`config.mk`:
```
export PLATFORM = sky130hd
export DESIGN_NAME = gray_code_counter_flat
export DESIGN_NICKNAME = d
export VERILOG_FILES = /design/src/rtl/gray_code_counter_if.sv /design/src/rtl/gray_code_counter.sv /design/src/flat_wrapper.sv
export SDC_FILE = /design/constraint.sdc
export NUM_CORES = 1
export LEC_CHECK = 0
export CAP_MARGIN = 20
export CORE_AREA = 2 2 39 41
export CTS_CLUSTER_DIAMETER = 30
export CTS_CLUSTER_SIZE = 10
export DETAILED_ROUTE_END_ITERATION = 6
export DIE_AREA = 0 0 41 43
export PLACE_DENSITY = 0.75
export SLEW_MARGIN = 25
export SYNTH_ARGS = -nofsm -noshare
export SYNTH_HDL_FRONTEND = slang
export SYNTH_SLANG_ARGS = --single-unit
```
`constraint.sdc`:
```
create_clock -name clk -period 3.2 [get_ports clk]
set_input_delay 0.48 -clock clk [delete_from_list [all_inputs] [get_ports clk]]
set_output_delay 0.48 -clock clk [all_outputs]
set_load 0.02 [all_outputs]
```
`src/rtl/gray_code_counter_if.sv`:
```
// Control and status bundle for gray_code_counter. The master drives the controls.
// The slave (the counter) returns the registered Gray code, the binary count and the status flags.
interface gray_code_counter_if #(
  parameter int WIDTH = 4
);
  logic             en;
  logic             up_dn;
  logic             load;
  logic [WIDTH-1:0] load_bin;
  logic [WIDTH-1:0] G;
  logic [WIDTH-1:0] bin_q;
  logic             wrap;
  logic             at_end;

  // There is no valid/ready pair. Every control is sampled at each rising clk edge.
  // The registered outputs are valid from that edge until the next one.
  modport master (
    output en, up_dn, load, load_bin,
    input  G, bin_q, wrap, at_end
  );

  modport slave (
    input  en, up_dn, load, load_bin,
    output G, bin_q, wrap, at_end
  );
endinterface

```
`src/rtl/gray_code_counter.sv`:
```
// Up/down counter that keeps a binary count and a registered Gray copy derived from the same next value.
// Outputs: a wrap pulse, and an end-of-range flag for the current count direction.
module gray_code_counter #(
  parameter int WIDTH     = 4,
  parameter int RESET_VAL = 0,
  parameter int SATURATE  = 0
) (
  input  logic                clk,
  input  logic                rst,
  gray_code_counter_if.slave  bus
);

  localparam logic [WIDTH-1:0] RST_BIN = WIDTH'(RESET_VAL);
  localparam logic [WIDTH-1:0] MAX_BIN = '1;
  localparam logic [WIDTH-1:0] ONE     = WIDTH'(1);

  logic [WIDTH-1:0] bin_r;
  logic [WIDTH-1:0] gray_r;
  logic             wrap_r;
  logic             at_end_r;

  logic [WIDTH-1:0] next_bin;
  logic             next_wrap;

  // Priority is load over en. Reset is handled in the register itself.
  always_comb begin
    next_bin  = bin_r;
    next_wrap = 1'b0;
    if (bus.load) begin
      next_bin = bus.load_bin;
    end else if (bus.en) begin
      if (bus.up_dn) begin
        if (bin_r == MAX_BIN) begin
          if (SATURATE == 0) begin
            next_bin  = '0;
            next_wrap = 1'b1;
          end
        end else begin
          next_bin = bin_r + ONE;
        end
      end else begin
        if (bin_r == '0) begin
          if (SATURATE == 0) begin
            next_bin  = MAX_BIN;
            next_wrap = 1'b1;
          end
        end else begin
          next_bin = bin_r - ONE;
        end
      end
    end
  end

  // G and at_end are both derived from the value being registered, so they never lag bin_q.
  always_ff @(posedge clk) begin
    if (rst) begin
      bin_r    <= RST_BIN;
      gray_r   <= RST_BIN ^ (RST_BIN >> 1);
      wrap_r   <= 1'b0;
      at_end_r <= bus.up_dn ? (RST_BIN == MAX_BIN) : (RST_BIN == '0);
    end else begin
      bin_r    <= next_bin;
      gray_r   <= next_bin ^ (next_bin >> 1);
      wrap_r   <= next_wrap;
      at_end_r <= bus.up_dn ? (next_bin == MAX_BIN) : (next_bin == '0);
    end
  end

  assign bus.G      = gray_r;
  assign bus.bin_q  = bin_r;
  assign bus.wrap   = wrap_r;
  assign bus.at_end = at_end_r;

endmodule

```
`src/flat_wrapper.sv`:
```
// flat-port wrapper written by rule: the top's interface ports become plain ports
module gray_code_counter_flat 
#(
  parameter int WIDTH     = 4,
  parameter int RESET_VAL = 0,
  parameter int SATURATE  = 0
)
  (clk, rst, bus_en, bus_up_dn, bus_load, bus_load_bin, bus_G, bus_bin_q, bus_wrap, bus_at_end);
  gray_code_counter_if #(.WIDTH(WIDTH)) bus_i ();
  input  logic clk;
  input  logic rst;
  input wire logic [$bits(bus_i.en)-1:0] bus_en;
  input wire logic [$bits(bus_i.up_dn)-1:0] bus_up_dn;
  input wire logic [$bits(bus_i.load)-1:0] bus_load;
  input wire logic [$bits(bus_i.load_bin)-1:0] bus_load_bin;
  output wire logic [$bits(bus_i.G)-1:0] bus_G;
  output wire logic [$bits(bus_i.bin_q)-1:0] bus_bin_q;
  output wire logic [$bits(bus_i.wrap)-1:0] bus_wrap;
  output wire logic [$bits(bus_i.at_end)-1:0] bus_at_end;
  assign bus_i.en = bus_en;
  assign bus_i.up_dn = bus_up_dn;
  assign bus_i.load = bus_load;
  assign bus_i.load_bin = bus_load_bin;
  assign bus_G = bus_i.G;
  assign bus_bin_q = bus_i.bin_q;
  assign bus_wrap = bus_i.wrap;
  assign bus_at_end = bus_i.at_end;
  gray_code_counter #(.WIDTH(WIDTH), .RESET_VAL(RESET_VAL), .SATURATE(SATURATE)) u_core (.clk(clk), .rst(rst), .bus(bus_i));
endmodule
```
==> results.toml, run 1 <==
[global_routing]
grtUsageMet2 = 0.263
grt_first_pass_wirelength_um = 2050
grt-ovfl-total = 0
use_met1 = 0.207
grt-busiest-layer = "met2"
grt_use_total = 0.179
grtUsageMet3 = 0.0628
grt_pass1_vias = 481
grt_max_degree = 13
antenna_found_initial = 0

[critical_path]
end_kind = "flop"
cp.arrival_ns = 2.49
reg2reg_setup_slack_ns = 1.03
cp.required_ns = 3.39
critical_path.cell_chain = "clkdlybuf4s50_1 > or4b_1 > a311oi_1 > a211o_2 > ha_1 > nand2_1 > nor3_1 > a21oi_1 > o31ai_1"
reg2reg_to = "u_core.bus.at_end$_DFF_P_"
cpPeakStageDelay_ns = 0.55
crit_type = "in -> reg"
crit_fanout = 6
reg2regPathDepth = 10
startpoint_type = "input port"
slowest_stage = "or4b_1"
worst_path_dominant_cell_family = "simple AND/OR/NAND/NOR gates"
path_buf_inv = 1
reg2reg_from = "u_core.bus.bin_q[0]$_SDFF_PP0_"

[route]
via_count = 507
routedWlPerCell_um = 12.5
wirelength_um = 1230
first_pass_iters = 5
ant_nets = 0
drt_drc_violations_left = 0
drtIter0Drc = 11
via_per_inst = 5.12

[finish]
syn_to_final_growth_pct = 36.2
fin_cells = 99
fin_util = 0.558
drive_above_1_share = 0.108
nets = 97
antenna_cells = 0

[power_and_ir_drop]
power.static_leakage_nw = 0.298
internal_power_mw = 0.225
pwr-share-clk = 0.279
switchingPower_mw = 0.105
p_seq_frac = 0.405
combPwrFrac = 0.315
switching_share = 0.318
power_density_nw_per_um2 = 426
vdd_drop_max_v = 0.000226

[cts]
clk_pin_slew_ns = 0.06
clockBufferDepth = 2
clock_latency_ns = 0.27
numCtsBuffers = 3
hold_buffers = 0
ctsResizeCount = 0
cts_setup_buffers = 0
clkSinkCount = 9
cts_tree = "yes"
cts-root-buf = "clkbuf_4"
htree_levels = 1

[logic_synthesis]
synth_ff_type = "dfxtp_1"
syn-num-nets = 78
synth.top_cell.area_share = 0.318
synthArstFlopShare = 0
synth.top_cells.by_area = "dfxtp_1, ha_1, nor2b_1"
synth.distinct_cells = 27
avgSynthCellArea_um2 = 8.72
synth_warnings = 0
ys_ff_latch = 9
synth_top_area_cell = "dfxtp_1"
synth-edff-count = 0
syn_area_um2 = 567
syn_inst = 65
synth-seq-area-share = 0.318

[hold_path]
hold_start = "u_core.bus.bin_q[2]$_SDFF_PP0_"
whs_endpoint = "u_core.bus.wrap$_SDFF_PP0_"
worstHoldPathCells = 2
hold_path.class = "reg -> reg"

[floorplanning]
num_rows = 14
die-area_um2 = 1760
io_pins = 19
die_h_um = 43
initial_core_util = 0.410
core_um2 = 1380
die_w_um = 41

[timing]
fin_tns_setup_ns = 0
max_slew_margin = 0.637
tightest_slew_ns = 0.539
setup_viol = 0
finalHoldViolCount = 0
slew_viol_final = 0
holdWs_ns = 0.637
period_share = 0.721
rsz0062_at_grt = "no"
skew_ns = 0.00599
max_freq_mhz = 434
period_needed_ns = 2.31

[place]
port_buffers = 18
gp_congestion = 0.761
dp_hpwl_um = 917
dp_cells = 95

[job]
drv_cap = 0

[run_status]
run_status = "finished clean"
==> metal layers <==
layer,wire (um),up-vias
li1,-,266
met1,539,221
met2,576,16
met3,79,4
met4,39,0
met5,0,-
==> tightest hold or removal path, stage by stage (launching register included) <==
cell	delay, ns
dfxtp_1	0.39
nand4_1	0.13
a21oi_1	0.08
==> worst max-delay path by stage <==
stage	slack (ns)	depth (start not counted)	start	endpoint
after floorplan	1.16	10	u_core.bus.bin_q[1]$_SDFF_PP0_	u_core.bus.at_end$_DFF_P_
after detailed placement	0.60	9	bus_up_dn	u_core.bus.at_end$_DFF_P_
after global placement	0.69	9	bus_up_dn	u_core.bus.at_end$_DFF_P_
after CTS	0.90	9	bus_up_dn	u_core.bus.at_end$_DFF_P_
final	0.89	9	bus_up_dn	u_core.bus.at_end$_DFF_P_
after global routing	0.73	10	bus_up_dn	u_core.bus.at_end$_DFF_P_
==> synth_stat cells (2+ instances only) <==
cell,number
nor3b_1,2
a311oi_1,2
nand2_1,5
inv_2,3
inv_1,2
dfxtp_1,9
a21oi_1,6
xnor2_1,2
o21ai_0,3
nor2_1,4
mux2i_1,3
ha_1,4
nor2b_1,5
buf_2,2
==> cells in the final DEF, fill, tap and decap left out <==
master	instances
clkdlybuf4s50_1	18
dfxtp_1	9
a21oi_1	6
nand2_1	5
nor2b_1	5
nor2_1	4
ha_1	4
inv_2	3
mux2i_1	3
o21ai_0	3
clkbuf_4	3
inv_1	2
a311oi_1	2
xnor2_1	2
nor3b_1	2
or4b_1	1
nand4_1	1
o31a_1	1
nor4_1	1
or4_4	1
a2111oi_4	1
a211o_2	1
or3_1	1
nor3_1	1
o31ai_1	1
and2b_1	1
clkbuf_1	1
==> power groups by stage <==
stage          sequential, mW  combinational [mW]  clock, mW
2_1_floorplan           0.148              0.0502          0
3_3_place_gp            0.136               0.103          0
3_5_place_dp            0.136               0.104          0
4_1_cts                 0.134               0.104     0.0958
5_1_grt                 0.136               0.113      0.102
6_report                0.133               0.104     0.0920
==> flip-flops by register name, indices dropped and copies added, names as in the netlist <==
register / count
u_core.bus.wrap: 1
u_core.bus.G: 4
u_core.bus.at_end: 1
u_core.bus.bin_q: 3
==> layout make-up <==
cell class / instances / area [um^2]
clock buffer: 4 / 26.3
fill: 141 / 612
inverter: 5 / 18.8
multi-input combinational: 47 / 347
sequential: 9 / 180
tap: 16 / 20.0
timing repair buffer: 18 / 180
==> metrics by stage <==
stage,total power [mW],setup slack [ns],instance area (um^2)
floorplan,0.198,1.16,567
global placement,0.239,0.691,746
global route,0.351,0.733,772
detailed placement,0.240,0.596,746
finish,0.329,0.894,772
CTS,0.334,0.895,772
==> cells by family after synthesis <==
kind of cell,after synthesis,share of synthesized area
adder cells (fa/ha/maj),4,0.0883
AO/OA/AOI/OAI,15,0.205
flip-flops,9,0.318
buffers and inverters,9,0.0706
multiplexers,3,0.0530
AND/OR/NAND/NOR,23,0.234
XOR/XNOR,2,0.0309
Power figures use the tool's default switching activity.
==> run 2, diff against run 1 <==
--- a/config.mk
+++ b/config.mk
@@ -6,12 +6,12 @@
 export NUM_CORES = 1
 export LEC_CHECK = 0
 export CAP_MARGIN = 20
-export CORE_AREA = 2 2 39 41
+export CORE_MARGIN = 2
+export CORE_UTILIZATION = 43
 export CTS_CLUSTER_DIAMETER = 30
 export CTS_CLUSTER_SIZE = 10
 export DETAILED_ROUTE_END_ITERATION = 6
-export DIE_AREA = 0 0 41 43
-export PLACE_DENSITY = 0.75
+export PLACE_DENSITY = 0.76
 export SLEW_MARGIN = 25
 export SYNTH_ARGS = -nofsm -noshare
 export SYNTH_HDL_FRONTEND = slang
==> constraint.sdc (replaced) <==
create_clock -name clk -period 2.2 [get_ports clk]
set_input_delay 0.33 -clock clk [delete_from_list [all_inputs] [get_ports clk]]
set_output_delay 0.33 -clock clk [all_outputs]
set_load 0.02 [all_outputs]
==> results.toml, run 2 (synthesis gave the netlist of run 1 again) <==
[run_status]
run_status = "finished clean"

[route]
routedWlPerCell_um = 12.1
ant_nets = 0
first_pass_iters = 4
wirelength_um = 1280
drtIter0Drc = 6
via_count = 567
via_per_inst = 5.35
drt_drc_violations_left = 0

[timing]
tightest_slew_ns = 0.426
period_share = 0.946
skew_ns = 0.00274
finalHoldViolCount = 0
finalWorstSetupSlack_ns = 0.118
slew_viol_final = 0
setup_viol = 0
max_freq_mhz = 480
max_slew_margin = 0.715
fin_tns_setup_ns = 0
period_needed_ns = 2.08

[global_routing]
grt_use_total = 0.187
grt_max_degree = 11
grt-ovfl-total = 0
antenna_found_initial = 0
grt_pass1_vias = 493
grt_first_pass_wirelength_um = 2040

[finish]
nets = 105
antenna_cells = 0
mostFrequentLayoutCell = "clkdlybuf4s50_1"
n_fill_cell = 118
syn_to_final_growth_pct = 51.4
largest_register_ffs = 4
layout_common_cells = "clkdlybuf4s50_1, buf_4, dfxtp_1"
drive_above_1_share = 0.275

[cts]
clk_pin_slew_ns = 0.06
htree_levels = 1
clockBufferDepth = 2
clkSinkCount = 9
hold_buffers = 0
cts_tree = "yes"
cts-root-buf = "clkbuf_4"
clock_latency_ns = 0.25
numCtsBuffers = 3

[floorplanning]
die-area_um2 = 1620
initial_core_util = 0.447
die_w_um = 40.3
io_pins = 19
die_h_um = 40.3
num_rows = 13
core_um2 = 1270

[critical_path]
cp.arrival_ns = 2.24
crit_type = "reg -> reg"
startpoint_type = "flop"
cp.required_ns = 2.36
end_kind = "flop"
crit_fanout = 6

[place]
dp_hpwl_um = 956
dpl_worst_slack_ns = -0.0738
gp_congestion = 0.714
port_buffers = 18

[job]
drv_cap = 0

[hold_path]
hold_path.class = "reg -> reg"

[power_and_ir_drop]
power.static_leakage_nw = 0.339
power_density_nw_per_um2 = 575
vdd_drop_max_v = 0.000442
-- run 2: changes by cell type in the layout (fill, tap and decap cells not counted), sizes merged --
cell	change
buf	+8
-- run 2: power breakdown --
group          leakage [nW]  internal [mW]  switching [mW]
Sequential           0.0755          0.179          0.0157
Combinational         0.249         0.0949          0.0805
Clock                0.0150         0.0696          0.0537
-- run 2: final timing paths --
kind	slack, ns	startpoint	cells past startpoint	to
setup / recovery	0.12	u_core.bus.bin_q[0]$_SDFF_PP0_	11	u_core.bus.at_end$_DFF_P_
hold / removal	0.64	u_core.bus.bin_q[2]$_SDFF_PP0_	2	u_core.bus.wrap$_SDFF_PP0_
setup reg to reg	0.12	u_core.bus.bin_q[0]$_SDFF_PP0_	11	u_core.bus.at_end$_DFF_P_
hold reg to reg	0.64	u_core.bus.bin_q[2]$_SDFF_PP0_	2	u_core.bus.wrap$_SDFF_PP0_
-- run 2: cell type report --
cell class,instances,area (um^2),area share
inverter,5,18.8,0.0219
clock buffer,4,26.3,0.0306
tap,15,18.8,0.0219
timing repair buffer,26,240,0.280
multi-input combinational,47,369,0.430
sequential,9,185,0.216
-- run 2: routing by layer --
metal | vias up | track usage | share of wire
li1 | 284 | - | -
met1 | 259 | 0.240 | 0.45
met2 | 22 | 0.306 | 0.48
met3 | 2 | 0.0167 | 0.062
met4 | 0 | 0.100 | 0.0078
met5 | - | 0 | 0
-- run 2: stage by stage --
step | cell area (um^2) | hold slack (ns) | util | cells | power [mW]
floorplan | 567 | 0.512 | - | 65 | 0.288
global placement | 797 | 0.619 | 0.628 | 101 | 0.361
detailed placement | 797 | 0.628 | 0.628 | 101 | 0.364
CTS | 823 | 0.637 | 0.649 | 105 | 0.490
global route | 858 | 0.696 | 0.677 | 106 | 0.523
finish | 858 | 0.635 | 0.677 | 106 | 0.494
-- run 2: repair_timing --
action,4_1_cts,5_1_grt
setup buffers,0,1
resized for setup,0,9
setup endpoints to repair,0,1
endpoints found under the hold margin,0,0
-- run 2: critical path: stages (launching register included) --
cell,delay (ns)
dfxtp_4,0.37
inv_2,0.07
ha_2,0.18
or4b_4,0.49
nand2_2,0.09
a311oi_1,0.10
a21oi_1,0.20
ha_2,0.20
nand2_1,0.06
nor3_2,0.10
a21oi_1,0.06
o31ai_1,0.08
